`src/rtl/rib_timer_pkg.sv`:
```
// Shared definitions for the rib_timer slave: register offsets, CTRL bit
// positions, the rib slave slot, and the FSM state type.
package rib_timer_pkg;

    // Register offsets inside the decoded low address window
    localparam logic [31:0] TIMER_CTRL     = 32'h0000_0000;
    localparam logic [31:0] TIMER_PRESCALE = 32'h0000_0004;
    localparam logic [31:0] TIMER_COUNT    = 32'h0000_0008;
    localparam logic [31:0] TIMER_CMP      = 32'h0000_000C;
    localparam logic [31:0] TIMER_STATUS   = 32'h0000_0010;
    localparam logic [31:0] TIMER_CAPTURE  = 32'h0000_0014;

    // CTRL bit indices
    localparam int CTRL_EN_BIT   = 0;
    localparam int CTRL_AUTO_BIT = 1;
    localparam int CTRL_IE_BIT   = 2;

    // rib slave slot and address window occupied by the timer
    localparam logic [3:0]  TIMER_SLAVE_ID   = 4'd4;
    localparam logic [31:0] TIMER_SLAVE_BASE = 32'h4000_0000;
    localparam logic [31:0] TIMER_SLAVE_MASK = 32'hF000_0000;

    // Counter run state: IDLE while EN=0, RUN while EN=1
    typedef enum logic {
        ST_IDLE = 1'b0,
        ST_RUN  = 1'b1
    } timer_state_e;

    // Assemble the CTRL read value from its three live bits
    function automatic logic [31:0] ctrl_word(input logic en, input logic auto_rl, input logic ie);
        ctrl_word = {29'd0, ie, auto_rl, en};
    endfunction

endpackage

```
`src/rtl/rib_timer_prescaler.sv`:
```
// timer_prescaler: counts 0..PRESCALE while enabled and emits a one-cycle
// tick when the count reaches PRESCALE. Held at 0 while disabled, cleared
// whenever software rewrites PRESCALE.
module timer_prescaler #(
    parameter int PRESCALE_W = 16
) (
    input  logic                  clk,
    input  logic                  rst,
    input  logic                  i_en,
    input  logic                  i_clr,
    input  logic [PRESCALE_W-1:0] i_prescale,
    output logic                  o_tick
);

    logic [PRESCALE_W-1:0] r_pcnt;

    assign o_tick = i_en && (r_pcnt == i_prescale);

    // Prescale counter: wraps on tick, parked at 0 while disabled or on clear
    always_ff @(posedge clk) begin
        if (rst) begin
            r_pcnt <= {PRESCALE_W{1'b0}};
        end else if (i_clr || !i_en || o_tick) begin
            r_pcnt <= {PRESCALE_W{1'b0}};
        end else begin
            r_pcnt <= r_pcnt + PRESCALE_W'(1);
        end
    end

endmodule

```
`src/rtl/rib_timer.sv`:
```
// rib_timer: 32-bit programmable timer slave on the rib bus.
// Optional build macro: TIMER_CAPTURE_EN adds a synchronised capture input
// that latches COUNT into CAPTURE and sets STATUS.CAPF.
module rib_timer
    import rib_timer_pkg::*;
#(
    parameter int PRESCALE_W = 16,
    parameter int ADDR_LSB_W = 8
) (
    input  logic        clk,
    input  logic        rst,
    input  logic        we,
    input  logic [31:0] wraddr,
    input  logic [31:0] wdata,
    output logic [31:0] rdata,
    input  logic        capture_pin,
    output logic        int_sig
);

    timer_state_e          r_state;
    timer_state_e          w_state_nxt;
    logic                  w_run;
    logic                  r_auto;
    logic                  r_ie;
    logic [PRESCALE_W-1:0] r_prescale;
    logic [31:0]           r_count;
    logic [31:0]           r_cmp;
    logic                  r_pend;
    logic                  r_int;

    logic [31:0] w_off;
    logic        w_wr_ctrl, w_wr_pre, w_wr_count, w_wr_cmp, w_wr_status;
    logic        w_tick, w_match;
    logic        w_pend_nxt, w_ie_nxt, w_capf_nxt;
    logic        w_capf;
    logic [31:0] w_capture;

    // Upper address bits are ignored: rib has already selected this slave
    assign w_off       = wraddr & ((32'd1 << ADDR_LSB_W) - 32'd1);
    assign w_wr_ctrl   = we && (w_off == TIMER_CTRL);
    assign w_wr_pre    = we && (w_off == TIMER_PRESCALE);
    assign w_wr_count  = we && (w_off == TIMER_COUNT);
    assign w_wr_cmp    = we && (w_off == TIMER_CMP);
    assign w_wr_status = we && (w_off == TIMER_STATUS);

    timer_prescaler #(.PRESCALE_W(PRESCALE_W)) u_prescaler (
        .clk        (clk),
        .rst        (rst),
        .i_en       (w_run),
        .i_clr      (w_wr_pre),
        .i_prescale (r_prescale),
        .o_tick     (w_tick)
    );

    // A software COUNT write overrides the tick, so no match is evaluated then
    assign w_match = w_tick && !w_wr_count && (r_count == r_cmp);

    // Run-state register
    always_ff @(posedge clk) begin
        if (rst) begin
            r_state <= ST_IDLE;
        end else begin
            r_state <= w_state_nxt;
        end
    end

    // Next run state: CTRL writes win over a one-shot match stopping the timer
    always_comb begin
        w_state_nxt = r_state;
        case (r_state)
            ST_IDLE: begin
                if (w_wr_ctrl && wdata[CTRL_EN_BIT]) begin
                    w_state_nxt = ST_RUN;
                end else begin
                    w_state_nxt = ST_IDLE;
                end
            end
            ST_RUN: begin
                if (w_wr_ctrl) begin
                    w_state_nxt = wdata[CTRL_EN_BIT] ? ST_RUN : ST_IDLE;
                end else if (w_match && !r_auto) begin
                    w_state_nxt = ST_IDLE;
                end else begin
                    w_state_nxt = ST_RUN;
                end
            end
            default: w_state_nxt = ST_IDLE;
        endcase
    end

    // Run-state decode: EN bit as seen by the prescaler and CTRL readback
    always_comb begin
        w_run = 1'b0;
        case (r_state)
            ST_RUN:  w_run = 1'b1;
            ST_IDLE: w_run = 1'b0;
            default: w_run = 1'b0;
        endcase
    end

    // Next PEND/IE: a match sets PEND even when a W1C lands in the same cycle
    always_comb begin
        w_pend_nxt = r_pend;
        w_ie_nxt   = r_ie;
        if (w_match) begin
            w_pend_nxt = 1'b1;
        end else if (w_wr_status && wdata[0]) begin
            w_pend_nxt = 1'b0;
        end else begin
            w_pend_nxt = r_pend;
        end
        if (w_wr_ctrl) begin
            w_ie_nxt = wdata[CTRL_IE_BIT];
        end else begin
            w_ie_nxt = r_ie;
        end
    end

    // Register file, counter, pending flag and registered interrupt
    always_ff @(posedge clk) begin
        if (rst) begin
            r_auto     <= 1'b0;
            r_ie       <= 1'b0;
            r_prescale <= {PRESCALE_W{1'b0}};
            r_count    <= 32'd0;
            r_cmp      <= 32'd0;
            r_pend     <= 1'b0;
            r_int      <= 1'b0;
        end else begin
            if (w_wr_ctrl) begin
                r_auto <= wdata[CTRL_AUTO_BIT];
            end
            if (w_wr_pre) begin
                r_prescale <= wdata[PRESCALE_W-1:0];
            end
            if (w_wr_cmp) begin
                r_cmp <= wdata;
            end
            if (w_wr_count) begin
                r_count <= wdata;
            end else if (w_match) begin
                r_count <= 32'd0;
            end else if (w_tick) begin
                r_count <= r_count + 32'd1;
            end
            r_ie   <= w_ie_nxt;
            r_pend <= w_pend_nxt;
            r_int  <= (w_pend_nxt | w_capf_nxt) & w_ie_nxt;
        end
    end

`ifdef TIMER_CAPTURE_EN
    logic        r_sync1, r_sync2, r_sync_d;
    logic        r_capf;
    logic [31:0] r_capture;
    logic        w_cap_edge;

    assign w_cap_edge = r_sync2 && !r_sync_d;

    // Next CAPF: an edge sets it even when a W1C lands in the same cycle
    always_comb begin
        w_capf_nxt = r_capf;
        if (w_cap_edge) begin
            w_capf_nxt = 1'b1;
        end else if (w_wr_status && wdata[1]) begin
            w_capf_nxt = 1'b0;
        end else begin
            w_capf_nxt = r_capf;
        end
    end

    // Pin synchroniser, edge history, capture register and CAPF
    always_ff @(posedge clk) begin
        if (rst) begin
            r_sync1   <= 1'b0;
            r_sync2   <= 1'b0;
            r_sync_d  <= 1'b0;
            r_capf    <= 1'b0;
            r_capture <= 32'd0;
        end else begin
            r_sync1  <= capture_pin;
            r_sync2  <= r_sync1;
            r_sync_d <= r_sync2;
            r_capf   <= w_capf_nxt;
            if (w_cap_edge) begin
                r_capture <= r_count;
            end
        end
    end

    assign w_capf    = r_capf;
    assign w_capture = r_capture;
`else
    logic w_unused_capture_pin;
    assign w_unused_capture_pin = capture_pin;
    assign w_capf_nxt = 1'b0;
    assign w_capf     = 1'b0;
    assign w_capture  = 32'd0;
`endif

    // Zero-latency read mux; unmapped offsets read 0
    always_comb begin
        rdata = 32'd0;
        case (w_off)
            TIMER_CTRL:     rdata = ctrl_word(w_run, r_auto, r_ie);
            TIMER_PRESCALE: rdata = {{(32-PRESCALE_W){1'b0}}, r_prescale};
            TIMER_COUNT:    rdata = r_count;
            TIMER_CMP:      rdata = r_cmp;
            TIMER_STATUS:   rdata = {30'd0, w_capf, r_pend};
            TIMER_CAPTURE:  rdata = w_capture;
            default:        rdata = 32'd0;
        endcase
    end

    assign int_sig = r_int;

endmodule
```
`config.mk`:
```
export PLATFORM = sky130hd
export DESIGN_NAME = rib_timer
export DESIGN_NICKNAME = d
export VERILOG_FILES = /design/src/rtl/rib_timer_pkg.sv /design/src/rtl/rib_timer_prescaler.sv /design/src/rtl/rib_timer.sv
export SDC_FILE = /design/constraint.sdc
export NUM_CORES = 1
export LEC_CHECK = 0
export ABC_AREA = 1
export CELL_PAD_IN_SITES_DETAIL_PLACEMENT = 1
export CELL_PAD_IN_SITES_GLOBAL_PLACEMENT = 1
export CORE_MARGIN = 1
export CORE_UTILIZATION = 30
export CTS_CLUSTER_SIZE = 25
export DETAILED_ROUTE_END_ITERATION = 10
export PLACE_DENSITY = 0.63
export SLEW_MARGIN = 40
export SYNTH_ARGS = -nofsm -noshare
export SYNTH_HDL_FRONTEND = slang
export SYNTH_SLANG_ARGS = --single-unit
```
`constraint.sdc`:
```
create_clock -name clk -period 1.8 [get_ports clk]
set_input_delay 0.27 -clock clk [delete_from_list [all_inputs] [get_ports clk]]
set_output_delay 0.27 -clock clk [all_outputs]
set_load 0.02 [all_outputs]
```
==> results of run 1 <==
## cell families (layout without fill, tap and decap cells)
logic type / after synthesis / count (layout) / share of synthesized area
fa+ha+maj: 2 / 2 / 0.00381
buf+inv: 236 / 477 / 0.141
simple gates: 534 / 535 / 0.348
flops: 101 / 101 / 0.308
compound gates: 175 / 175 / 0.158
xor+xnor: 31 / 31 / 0.0414
## path summary, 6_finish.rpt
| kind | start | to | depth (start not counted) |
|---|---|---|---|
| setup / recovery | u_prescaler.r_pcnt[5]$_SDFF_PP0_ | r_count[22]$_SDFFE_PP0P_ | 13 |
| hold / removal | rst | r_state$_SDFF_PP0_ | 2 |
| setup reg to reg | u_prescaler.r_pcnt[5]$_SDFF_PP0_ | r_count[22]$_SDFFE_PP0P_ | 13 |
| hold reg to reg | r_cmp[16]$_SDFFE_PP0P_ | r_cmp[16]$_SDFFE_PP0P_ | 2 |
## critical path, delay by kind of cell (launching register included)
family | cells | cell delay [ns]
DFF | 1 | 0.37
buffers and inverters | 4 | 0.45
and+or+nand+nor | 8 | 0.85
AOI/OAI and AO/OA | 1 | 0.15
## area by class of cell
class	instances	area [um2]
clock buffers	12	267
clock inverters	4	53.8
fillers	2721	10500
inverters	194	743
multi-input cells	743	4620
flip-flops and latches	101	2070
well taps	275	344
repair buffers	267	2590
## layout by cell type, fill, tap and decap left out, types with 34 or more instances in the layout
cell type	netlist	routed
a21oi_1	56	45
nand2_2	1	34
buf_6	2	42
nand2_1	275	233
inv_1	185	165
dfxtp_2	0	37
nor2_1	127	100
nand3_1	77	48
dfxtp_1	101	63
buf_4	2	157
clkdlybuf4s50_1	0	34
## metal layers
metal  GRT usage  up-vias
met1       0.310     3855
met2       0.406      118
met3      0.0287       30
li1            -     3905
met5           0        -
met4      0.0652        0
## per-stage QoR
step	power, W	utilization	worst slack (ns)
after detailed placement	0.00258	0.416	-0.790
after CTS	0.00476	0.461	-0.0417
final	0.00476	0.504	-0.0979
after global placement	0.00258	0.416	-0.739
after floorplan	0.00240	-	0.0699
after global routing	0.00490	0.504	-0.194
## power by group through the flow
| stage | Clock, W | Sequential (W) | Combinational, W |
|---|---|---|---|
| 2_1_floorplan | 0 | 0.00229 | 0.000105 |
| 3_3_place_gp | 0 | 0.00229 | 0.000288 |
| 3_5_place_dp | 0 | 0.00229 | 0.000289 |
| 4_1_cts | 0.00220 | 0.00224 | 0.000316 |
| 5_1_grt | 0.00229 | 0.00224 | 0.000369 |
| 6_report | 0.00218 | 0.00224 | 0.000345 |
## timing repair
action	in CTS	in global routing
resized for setup	305	235
endpoints found under the setup margin	87	77
pin swaps	47	62
hold endpoints to repair	0	0
cloned	5	3
buffers inserted	24	13
hold buffers	0	0
## state kept, by name, indices dropped and copies added, names as in the netlist
register and count:
r_pend 1, r_cmp 32, r_ie 1, r_prescale 16, int_sig 1, r_state 1
u_prescaler.r_pcnt 16, r_count 32, r_auto 1
==> run metrics, run 1 <==
final-report max-slew violation count=0; Setup TNS=-0.822 ns; DRT antenna net count=0; Tmin final=1.90 ns; crit path cell chain=inv_2 > nand2_2 > nand2_2 > nor2_4 > nand2_2 > nor2_4 > nand3_4 > buf_6 > nor2_4 > buf_6 > buf_12 > nand3b_1 > a21oi_1; Rows=53; Clock transition at path regs=0.07 ns; Reg power frac=0.470; Synth Warn #=0; gr usage total=0.236; Comb pwr share=0.072; Die Height=150 um; leak pwr=4.36 nW; Mapped Nets=1149; CTS Sinks=101; Initial Utilization=0.309; crit path max fanout=6; Slew @ Worst Pin=0.370 ns; critical setup path kind=flop to flop; DRC=0; Met3 Wirelength=740 um; final setup margin=-0.0979 ns; die area=22500 um2; post-DP HPWL=19100 um; worst reg2reg setup slack=-0.1 ns; commonest cells in the netlist=275 x nand2_1, 185 x inv_1, 127 x nor2_1; total CTS buffers=9; failing checks=negative setup slack; clock latency on the worst-skew pair=0.36 ns; Vias=7908; H-tree depth=3; final wirelength=27500 um; PwrDens=445 nW/um2; relative max-transition margin=0.752; Longest Clk Path Bufs=2; syn_area_per_cell=6.08 um2; sequential area share after synthesis=0.308; Yosys cell types=38; I/O pin cnt=101; Startpoint Class=flop; number of synthesized flops with an enable pin=0; top sig layer=met4; ANT cells=0; largest net degree at the start of global routing=58; DP Area=8830 um2; WP data arrival=2.18 ns; worst hold path type=input port to flop; grt ovf=0; Mapped Cells=1079; Internal=0.00359 W; final instance area=10700 um2; Fin. Hold Viols=0; # port buffers=75; unrepaired setup endpoints after global routing=true; CP endpoint kind=flop; number of global-route vias before repair=7842; Slowest-stage cell, CP=dfxtp_2; Max Clk Rate=0.527 GHz; status=complete, but fails checks; WL met1=12800 um; top cell type by total area after synthesis=dfxtp_1; gpl congestion=0.830; max-cap violation count=0; Final period util=1.05; net switching power=0.00117 W; WP data required=2.09 ns; die width=150 um; asr flop ratio synth=0; CTS Root Cell=clkbuf_16; top_reg_cell synth=dfxtp_1; initial antenna violation count=0; Layout Cells excl Fill=1596; routed length per instance=17.3 um; Netlist Area Pre-Place=6560 um2; Worst Skew=0.0155 ns; Placed Instances=1541; Hold Slack=0.231 ns; sw frac=0.246; Syn-to-layout area delta=62.9%; Clock power frac=0.458; detailed-routed wire length on met2=13700 um; number of DRC markers in iteration 0=280; Final Setup Violations=27; first-pass GRT wire length=41000 um; core footprint=21200 um2; Synth area leaders=dfxtp_1 31%, nand2_1 16%, inv_1 11%, nor2_1 7.3%, nand3_1 5.9%; Seq cells post-synth=101; worst vdd ir=433 uV; top cell type's share of synthesized area=0.308; proportion of layout cells with a drive suffix above 1=0.371; CTS tree=done; max incr delay on CP=0.37 ns; vias per inst=4.95; DR pass1 iterations=5; most common cell in the netlist=nand2_1; number of nets in the layout=1386
Note: power is estimated with default switching activity, not from simulation.
==> run 2, diff against run 1 <==
GPL_TIMING_DRIVEN = 0   (was not set)
TNS_END_PERCENT = 20   (was not set)
==> run 2 against run 1 <==
The flow still finishes with violations (negative setup slack). Hold slack better by 0.21 ns. Largest power group unchanged. Routed wire length decreased by 2.0%. Global-route usage increased by 0.65 points. Count of clock-buffer cells in the layout fell by 1. Fmax up 2.8%. Final cell count decreased by 6.6%. Flip-flop and latch count unchanged. Non-clock buffer count is 105 lower. Setup slack gained 0.051 ns.
==> run metrics, run 2 (synthesis results as in run 1) <==
status=complete, but fails checks; failing checks=negative setup slack; cell mode on critical path=nor2_4; Startpoint Class=input port; leak pwr=3.70 nW (-15%); Setup TNS=-0.226 ns (+0.597 ns); max-cap violation count=0 (unchanged); WP data required=1.53 ns (-0.56 ns); top flop regs=r_cmp (32), r_count (32); DR pass1 iterations=4 (-1); first-pass GRT wire length=41000 um (+0.15%); initial antenna violation count=0 (unchanged); final setup margin=-0.0466 ns (+0.0513 ns); fin util=0.428 (-0.0764); core footprint=21200 um2 (unchanged); grt ovf=0 (unchanged); final wirelength=27000 um (-2.0%); final-report max-slew violation count=0 (unchanged); CTS tree=done; worst r2r path cells=11 (-2); most common cell after layout, fill and taps aside=nand2_1; Slowest-stage cell, CP=nor2_4; Worst Skew=0.0113 ns (-0.00425 ns); Hold Path Depth=1 (-1); die width=150 um (unchanged); ANT cells=0 (unchanged); gpl congestion=0.830 (about the same); Max Clk Rate=0.542 GHz (+2.8%); die area=22500 um2 (unchanged); proportion of layout cells with a drive suffix above 1=0.261 (-0.110); Initial Utilization=0.309 (unchanged); WP data arrival=1.58 ns (-0.60 ns); CTS Root Cell=clkbuf_16; Longest Clk Path Bufs=2 (unchanged); total CTS buffers=9 (unchanged); vias per inst=4.92 (-0.65%); Vias=7335 (-7.2%); Tmin final=1.85 ns (-0.0513 ns); Slew @ Worst Pin=0.821 ns (+0.451 ns); I/O pin cnt=101 (unchanged); number of global-route vias before repair=7332 (-6.5%); crit path cell chain=buf_6 > nor2_4 > nand3_4 > nor2_4 > nand2_4 > inv_8 > clkbuf_16 > nand2_1 > o211ai_1 > buf_4; routed length per instance=18.1 um (+5.0%); DRC=0 (unchanged); critical setup path kind=input port to output pin; clock latency on the worst-skew pair=0.36 ns (about the same); Hold Crit Start=u_prescaler.r_pcnt[0]$_SDFF_PP0_; # port buffers=74 (-1.3%); post-DP HPWL=20000 um (+4.4%); number of nets in the layout=1280 (-7.6%); Die Height=150 um (unchanged); H-tree depth=3 (unchanged); DRT antenna net count=0 (unchanged); Critical R2R Launch=u_prescaler.r_pcnt[8]$_SDFF_PP0_; Final period util=1.03 (-0.0285); Syn-to-layout area delta=38.2%; number of DRC markers in iteration 0=370 (+32%); unrepaired setup endpoints after global routing=true; CTS Sinks=101 (unchanged); gr usage total=0.243 (+0.00648); relative max-transition margin=0.453 (-0.299); crit path from=wraddr[6]; largest net degree at the start of global routing=18 (-69%); Rows=53 (unchanged); Clock transition at path regs=0.08 ns (about the same); Fin. Hold Viols=0 (unchanged); crit path max fanout=5 (-1); worst hold path type=flop to flop; max incr delay on CP=0.22 ns (-0.15 ns); Final Setup Violations=9 (-67%); worst vdd ir=371 uV (-15%); commonest non-fill, non-tap cells in the layout=238 x nand2_1, 169 x inv_1, 105 x nor2_1; CP endpoint kind=output pin; PwrDens=513 nW/um2 (+15%)
-- run 2: cell types whose count changed in the layout (fill, tap and decap cells not counted), moves of 10 or more --
cell	previous run	this run
nand3_2	24	6
buf_2	5	23
buf_4	157	61
clkbuf_1	0	12
nand3_1	48	71
buf_6	42	11
o22ai_4	14	0
o22ai_1	0	14
buf_12	21	4
dfxtp_4	1	14
o21ai_0	25	41
dfxtp_1	63	53
o21ai_1	23	13
-- run 2: worst paths after layout --
| path | endpoint | slack [ns] |
|---|---|---|
| worst max register to register | r_count[20]$_SDFFE_PP0P_ | -0.03 |
| worst max-delay path | rdata[10] | -0.05 |
| worst min register to register | u_prescaler.r_pcnt[0]$_SDFF_PP0_ | 0.44 |
| worst min-delay path | u_prescaler.r_pcnt[0]$_SDFF_PP0_ | 0.44 |
-- run 2: layer usage --
metal | vias to the layer above | global-route usage | share of wire
li1 | 3683 | - | -
met1 | 3515 | 0.349 | 0.49
met2 | 123 | 0.389 | 0.46
met3 | 14 | 0.0326 | 0.040
met4 | 0 | 0.0389 | 0.0071
met5 | - | 0 | 0
-- run 2: area by class of cell --
cell class | instances | area [um2]
Multi-Input combinational cell | 742 | 4140
Timing Repair Buffer | 120 | 1070
Sequential cell | 101 | 2120
Clock buffer | 11 | 243
Inverter | 194 | 738
Buffer | 42 | 360
Fill cell | 2737 | 12100
Tap cell | 275 | 344
Clock inverter | 5 | 63.8
-- run 2: metrics by stage --
stage	area, um2	instances	setup slack, ns	hold slack [ns]	total power (W)
after floorplan	6560	1079	0.0699	0.412	0.00240
after global placement	7650	1428	-1.44	0.448	0.00256
after detailed placement	7650	1428	-1.43	0.449	0.00256
after CTS	8610	1472	-0.0653	0.429	0.00468
after global routing	9070	1490	-0.148	0.464	0.00480
final	9070	1490	-0.0466	0.444	0.00465
-- run 2: critical path: cells and delay by family --
kind | cells | cell delay (ns)
AO/OA/AOI/OAI | 1 | 0.12
buffers and inverters | 4 | 0.53
AND/OR/NAND/NOR | 5 | 0.63
-- run 2: timing repair --
| action | 4_1_cts | 5_1_grt |
|---|---|---|
| gates resized for setup | 332 | 118 |
| hold buffers | 0 | 0 |
| buffers inserted | 24 | 18 |
| pin swaps | 21 | 33 |
| gates cloned | 4 | 0 |
| endpoints found under the setup margin | 131 | 85 |
-- run 2: power by group --
part           leakage (nW)  switching (W)  internal, W
logic                  2.71       0.000183     0.000122
clock network         0.147       0.000993      0.00114
registers             0.842     0.00000400      0.00221
==> run 3, diff against run 2 <==
CORE_MARGIN = not set   (was 1)
SETUP_SLACK_MARGIN = 0.2   (was not set)
==> run 3 against run 2 <==
The flow still finishes with violations (negative setup slack). Global-route usage about the same. Sequential power about the same. Largest power group unchanged. Core utilization up 1.6 points. Critical path type is now flop to flop. Non-clock buffer count up 7. Hold slack worse by 0.0066 ns.
==> run metrics, run 3 (synthesis results as in run 1) <==
final-report max-slew violation count=0 (unchanged); final wirelength=27500 um (+1.7%); multi-input logic area=4260 um2 (+3.1%); commonest non-fill, non-tap cells in the layout=241 x nand2_1, 166 x inv_1, 104 x nor2_1; H-tree depth=3 (unchanged); Tmin final=1.88 ns (+0.0340 ns); Hold Slack=0.438 ns (-0.00660 ns); WP data arrival=2.18 ns (+0.60 ns); routed length per instance=18.3 um (+1.2%); I/O pin cnt=101 (unchanged); final instance area=9410 um2 (+3.7%); WP data required=2.10 ns (+0.57 ns); leak pwr=3.73 nW (+0.96%); Fin. Hold Viols=0 (unchanged); proportion of layout cells with a drive suffix above 1=0.289 (+0.0280); top flop regs=r_cmp (32), r_count (32); final setup margin=-0.0807 ns (-0.0340 ns); DP Area=7660 um2 (about the same); CP endpoint kind=flop; DRC=0 (unchanged); ANT cells=0 (unchanged); Slew @ Worst Pin=0.875 ns (+0.0541 ns); Final period util=1.04 (+0.0189); vias per inst=5.01 (+1.7%); DR pass1 iterations=7 (+3); largest net degree at the start of global routing=19 (+1); Worst Skew=0.0110 ns (-0.000298 ns); gr usage total=0.243 (+0.000351); Internal=0.00335 W (-3.6%); total CTS buffers=9 (unchanged); Max Clk Rate=0.532 GHz (-1.8%); Clock transition at path regs=0.08 ns (about the same); fin util=0.443 (+0.0159); Final Setup Violations=24 (+15); clock latency on the worst-skew pair=0.37 ns (about the same); Die Height=150 um (unchanged); grt ovf=0 (unchanged); total power=0.00459 W (-1.4%); core footprint=21200 um2 (unchanged); first-pass GRT wire length=40700 um (-0.84%); net switching power=0.00124 W (+4.9%); post-DP HPWL=19700 um (-1.3%); worst hold path type=input port to flop; worst vdd ir=388 uV (+4.8%); critical setup path kind=flop to flop; PwrDens=487 nW/um2 (-4.9%); Initial Utilization=0.309 (unchanged); # port buffers=74 (unchanged); number of nets in the layout=1287 (+0.55%); CTS Sinks=101 (unchanged); Rows=53 (unchanged); gpl congestion=0.821 (-1.1%); most common cell after layout, fill and taps aside=nand2_1; Vias=7496 (+2.2%); Syn-to-layout area delta=43.4%; register area=2140 um2 (+1.1%); number of DRC markers in iteration 0=375 (+1.4%); number of global-route vias before repair=7064 (-3.7%); initial antenna violation count=0 (unchanged); Clock power frac=0.445 (-0.013); Hold-fix buffers, CTS=0 (unchanged); CTS Root Cell=clkbuf_16; Comb pwr share=0.074 (+0.008); number of fill cells in the layout=2743 (+0.22%); DRT antenna net count=0 (unchanged); unrepaired setup endpoints after global routing=true; Startpoint Class=flop; relative max-transition margin=0.417 (-0.0361); failing checks=negative setup slack; crit path max fanout=7 (+2); max-cap violation count=0 (unchanged); die width=150 um (unchanged); Reg power frac=0.481 (+0.004); status=complete, but fails checks; die area=22500 um2 (unchanged); CTS tree=done; Longest Clk Path Bufs=2 (unchanged); sw frac=0.270 (+0.0163)
## run 3: path summary, 6_finish.rpt
path,startpoint,to,slack [ns],cells past startpoint
max,r_prescale[12]$_SDFFE_PP0P_,r_count[12]$_SDFFE_PP0P_,-0.08,9
min,wraddr[5],r_pend$_SDFF_PP0_,0.44,7
max reg2reg,r_prescale[12]$_SDFFE_PP0P_,r_count[12]$_SDFFE_PP0P_,-0.08,9
min reg2reg,u_prescaler.r_pcnt[0]$_SDFF_PP0_,u_prescaler.r_pcnt[0]$_SDFF_PP0_,0.44,1
## run 3: worst max-delay path, stage by stage, from the launching register on
cell and delay, ns:
dfxtp_1 0.35, xnor2_1 0.31, nand2_1 0.11, nor2_2 0.17
nand3_4 0.17, nor2_4 0.16, buf_12 0.15, clkbuf_16 0.16
nand3b_1 0.09, a21oi_1 0.13
## run 3: per-layer routing
layer  up-vias  routed length (um)  GRT usage
met3        23                1160     0.0384
met5         -                   0          0
met4         0                 316     0.0449
met1      3609               13500      0.353
li1       3714                   -          -
met2       150               12500      0.378
## run 3: cell type report
cell class,count,area share
Tap cell,275,0.0366
Clock inverter,6,0.00545
Sequential cell,101,0.227
Timing Repair Buffer,127,0.130
Buffer,42,0.0441
Clock buffer,10,0.0254
Inverter,194,0.0782
Multi-Input combinational cell,742,0.453
## run 3: through the flow
stage | worst slack (ns) | TNS (ns) | std cells
detailed placement | -1.28 | -92.32 | 1428
finish | -0.0807 | -0.692 | 1497
floorplan | 0.0987 | 0 | 1079
global route | -0.140 | -3.60 | 1497
CTS | -0.0395 | -0.222 | 1467
global placement | -1.45 | -91.21 | 1428
## run 3: power groups by stage
stage	Combinational [W]	Clock [W]	Sequential [W]
after floorplan	0.000105	0	0.00229
after global placement	0.000269	0	0.00229
after detailed placement	0.000270	0	0.00229
after CTS	0.000295	0.00207	0.00223
after global routing	0.000364	0.00216	0.00221
final	0.000340	0.00204	0.00221
## run 3: what timing repair did
item / 4_1_cts / 5_1_grt
endpoints found under the setup margin: 132 / 130
endpoints found under the hold margin: 0 / 0
pin swaps: 29 / 52
buffers inserted: 19 / 28
gates resized for setup: 362 / 171
cloned: 4 / 2
==> variant: new RTL, settings of run 2 <==
Set the package constant `TIMER_COUNT` to 32'h00000006 (it was 32'h0000_0008).
--- a/src/rtl/rib_timer_pkg.sv
+++ b/src/rtl/rib_timer_pkg.sv
@@ -6,5 +6,5 @@
     localparam logic [31:0] TIMER_CTRL     = 32'h0000_0000;
     localparam logic [31:0] TIMER_PRESCALE = 32'h0000_0004;
-    localparam logic [31:0] TIMER_COUNT    = 32'h0000_0008;
+    localparam logic [31:0] TIMER_COUNT    = 32'h00000006;
     localparam logic [31:0] TIMER_CMP      = 32'h0000_000C;
     localparam logic [31:0] TIMER_STATUS   = 32'h0000_0010;
Behaviour: not the same (Yosys sat finds a counterexample within 4 cycles, from zero or initial values and one cycle with rst high).
==> variant against run 2 <==
- the run still ends with negative setup slack left
- global-route usage grew 3.0 points
- highest routed layer unchanged
- design area grew 9.4%
- synthesized area grew 1.1%
- power grew 5.1%
- wire length grew 16%
- sequential cell count is the same
- largest power group is now clock
- setup slack lost 31 ps
- critical path depth is the same
- via count grew 10%
==> variant: results (changes against run 2) <==
| Metric | Value |
|---|---|
| Status | finished with violations |
| Failing checks | negative setup slack |
| WP data arrival | 1610 ps (+30 ps) |
| Post-Syn Instances | 1122 (+4.0%) |
| Post-Synth XOR/XNOR Area | 0.0317 (-0.00970) |
| Wire length per cell | 20.1 um (+11%) |
| Switching Share | 0.262 (+0.00817) |
| Top cells by area, synth | dfxtp_1 30%, nand2_1 18%, inv_1 10% |
| Setup Viol. Count Final | 38 (+29) |
| Initial antenna violation count | 0 (unchanged) |
| Slowest CP cell | o221ai_2 |
| Vias in the first global route | 7775 (+6.0%) |
| Via count | 8091 (+10%) |
| Post-synthesis net count | 1192 (+3.7%) |
| Top cells by count, synth | 314 x nand2_1, 185 x inv_1, 121 x nor2_1 |
| Post-Place Cells | 1478 (+3.5%) |
| HPWL after detailed placement | 22300 um (+12%) |
| # diodes | 0 (unchanged) |
| P_leak | 4.08 nW (+10%) |
| Port bufs | 75 (+1.4%) |
| Post-route setup slack | -78.0 ps (-31.3 ps) |
| GRT Util Overall | 0.273 (+0.0299) |
| Synth cell types | 36 (-5.3%) |
| Fillers | 2826 (+3.3%) |
| Least-Margin Pin Slew | 788 ps (-33.4 ps) |
| Worst Path Max Fanout | 7 (+2) |
| Largest net degree at the start of global routing | 20 (+2) |
| DR iter-0 viols | 474 (+28%) |
| RD Place Congestion | 0.877 (+5.6%) |
| Post-Synth Adder-Cell Area | 0.00377 (-0.0000424) |
| Synth Area in Compound Gates | 0.135 (-0.0233) |
| DR pass1 iterations | 5 (+1) |
variant: logic make-up (layout without fill, tap and decap cells):
kind of cell	after synthesis	count (layout)
xor gates and xnor gates	24	24
and+or+nand+nor	600	600
AOI/OAI and AO/OA	157	157
adders and majority gates	2	2
buffers and inverters	238	394
DFF	101	101
variant: repair_timing:
| item | in CTS | in global routing |
|---|---|---|
| endpoints found under the setup margin | 131 | 107 |
| pin swaps | 35 | 49 |
| gates cloned | 4 | 4 |
| buffers inserted | 33 | 26 |
| resized for setup | 412 | 199 |
variant: path summary, 6_finish.rpt:
kind | from | end | slack, ps | cells past startpoint
worst max-delay path | wraddr[6] | rdata[8] | -80 | 10
worst min-delay path | u_prescaler.r_pcnt[0]$_SDFF_PP0_ | u_prescaler.r_pcnt[0]$_SDFF_PP0_ | 480 | 1
worst max register to register | r_count[14]$_SDFFE_PP0P_ | r_count[12]$_SDFFE_PP0P_ | -30 | 12
worst min register to register | u_prescaler.r_pcnt[0]$_SDFF_PP0_ | u_prescaler.r_pcnt[0]$_SDFF_PP0_ | 480 | 1
variant: routing by layer:
| layer | track usage | wire length [um] | vias up |
|---|---|---|---|
| li1 | - | - | 3875 |
| met1 | 0.363 | 14400 | 3962 |
| met2 | 0.459 | 14600 | 201 |
| met3 | 0.0324 | 1370 | 53 |
| met4 | 0.0815 | 872 | 0 |
| met5 | 0 | 0 | - |
variant: area by class of cell:
type	count	area, um^2	share of cell area
Multi-Input combinational cell	783	4540	0.457
Inverter	193	757	0.0763
Clock inverter	7	114	0.0115
Clock buffer	9	225	0.0227
Buffer	45	414	0.0417
Sequential cell	101	2150	0.217
Timing Repair Buffer	140	1380	0.139
Tap cell	280	350	0.0353
variant: stage by stage:
stage          setup TNS [ps]  instance area, um^2  worst slack (ps)  hold WS (ps)
2_1_floorplan               0                 6640              52.9           412
3_3_place_gp           -92210                 7740             -1680           475
3_5_place_dp           -94970                 7750             -1700           480
4_1_cts                 -1400                 9110             -99.4           463
5_1_grt                 -8110                 9930              -179           495
6_report                -1120                 9930             -78.0           477
variant: power by group through the flow:
stage | Clock [mW] | Combinational (mW) | Sequential [mW]
2_1_floorplan | 0 | 0.0988 | 2.29
3_3_place_gp | 0 | 0.289 | 2.29
3_5_place_dp | 0 | 0.288 | 2.29
4_1_cts | 2.34 | 0.350 | 2.23
5_1_grt | 2.41 | 0.408 | 2.20
6_report | 2.30 | 0.391 | 2.20
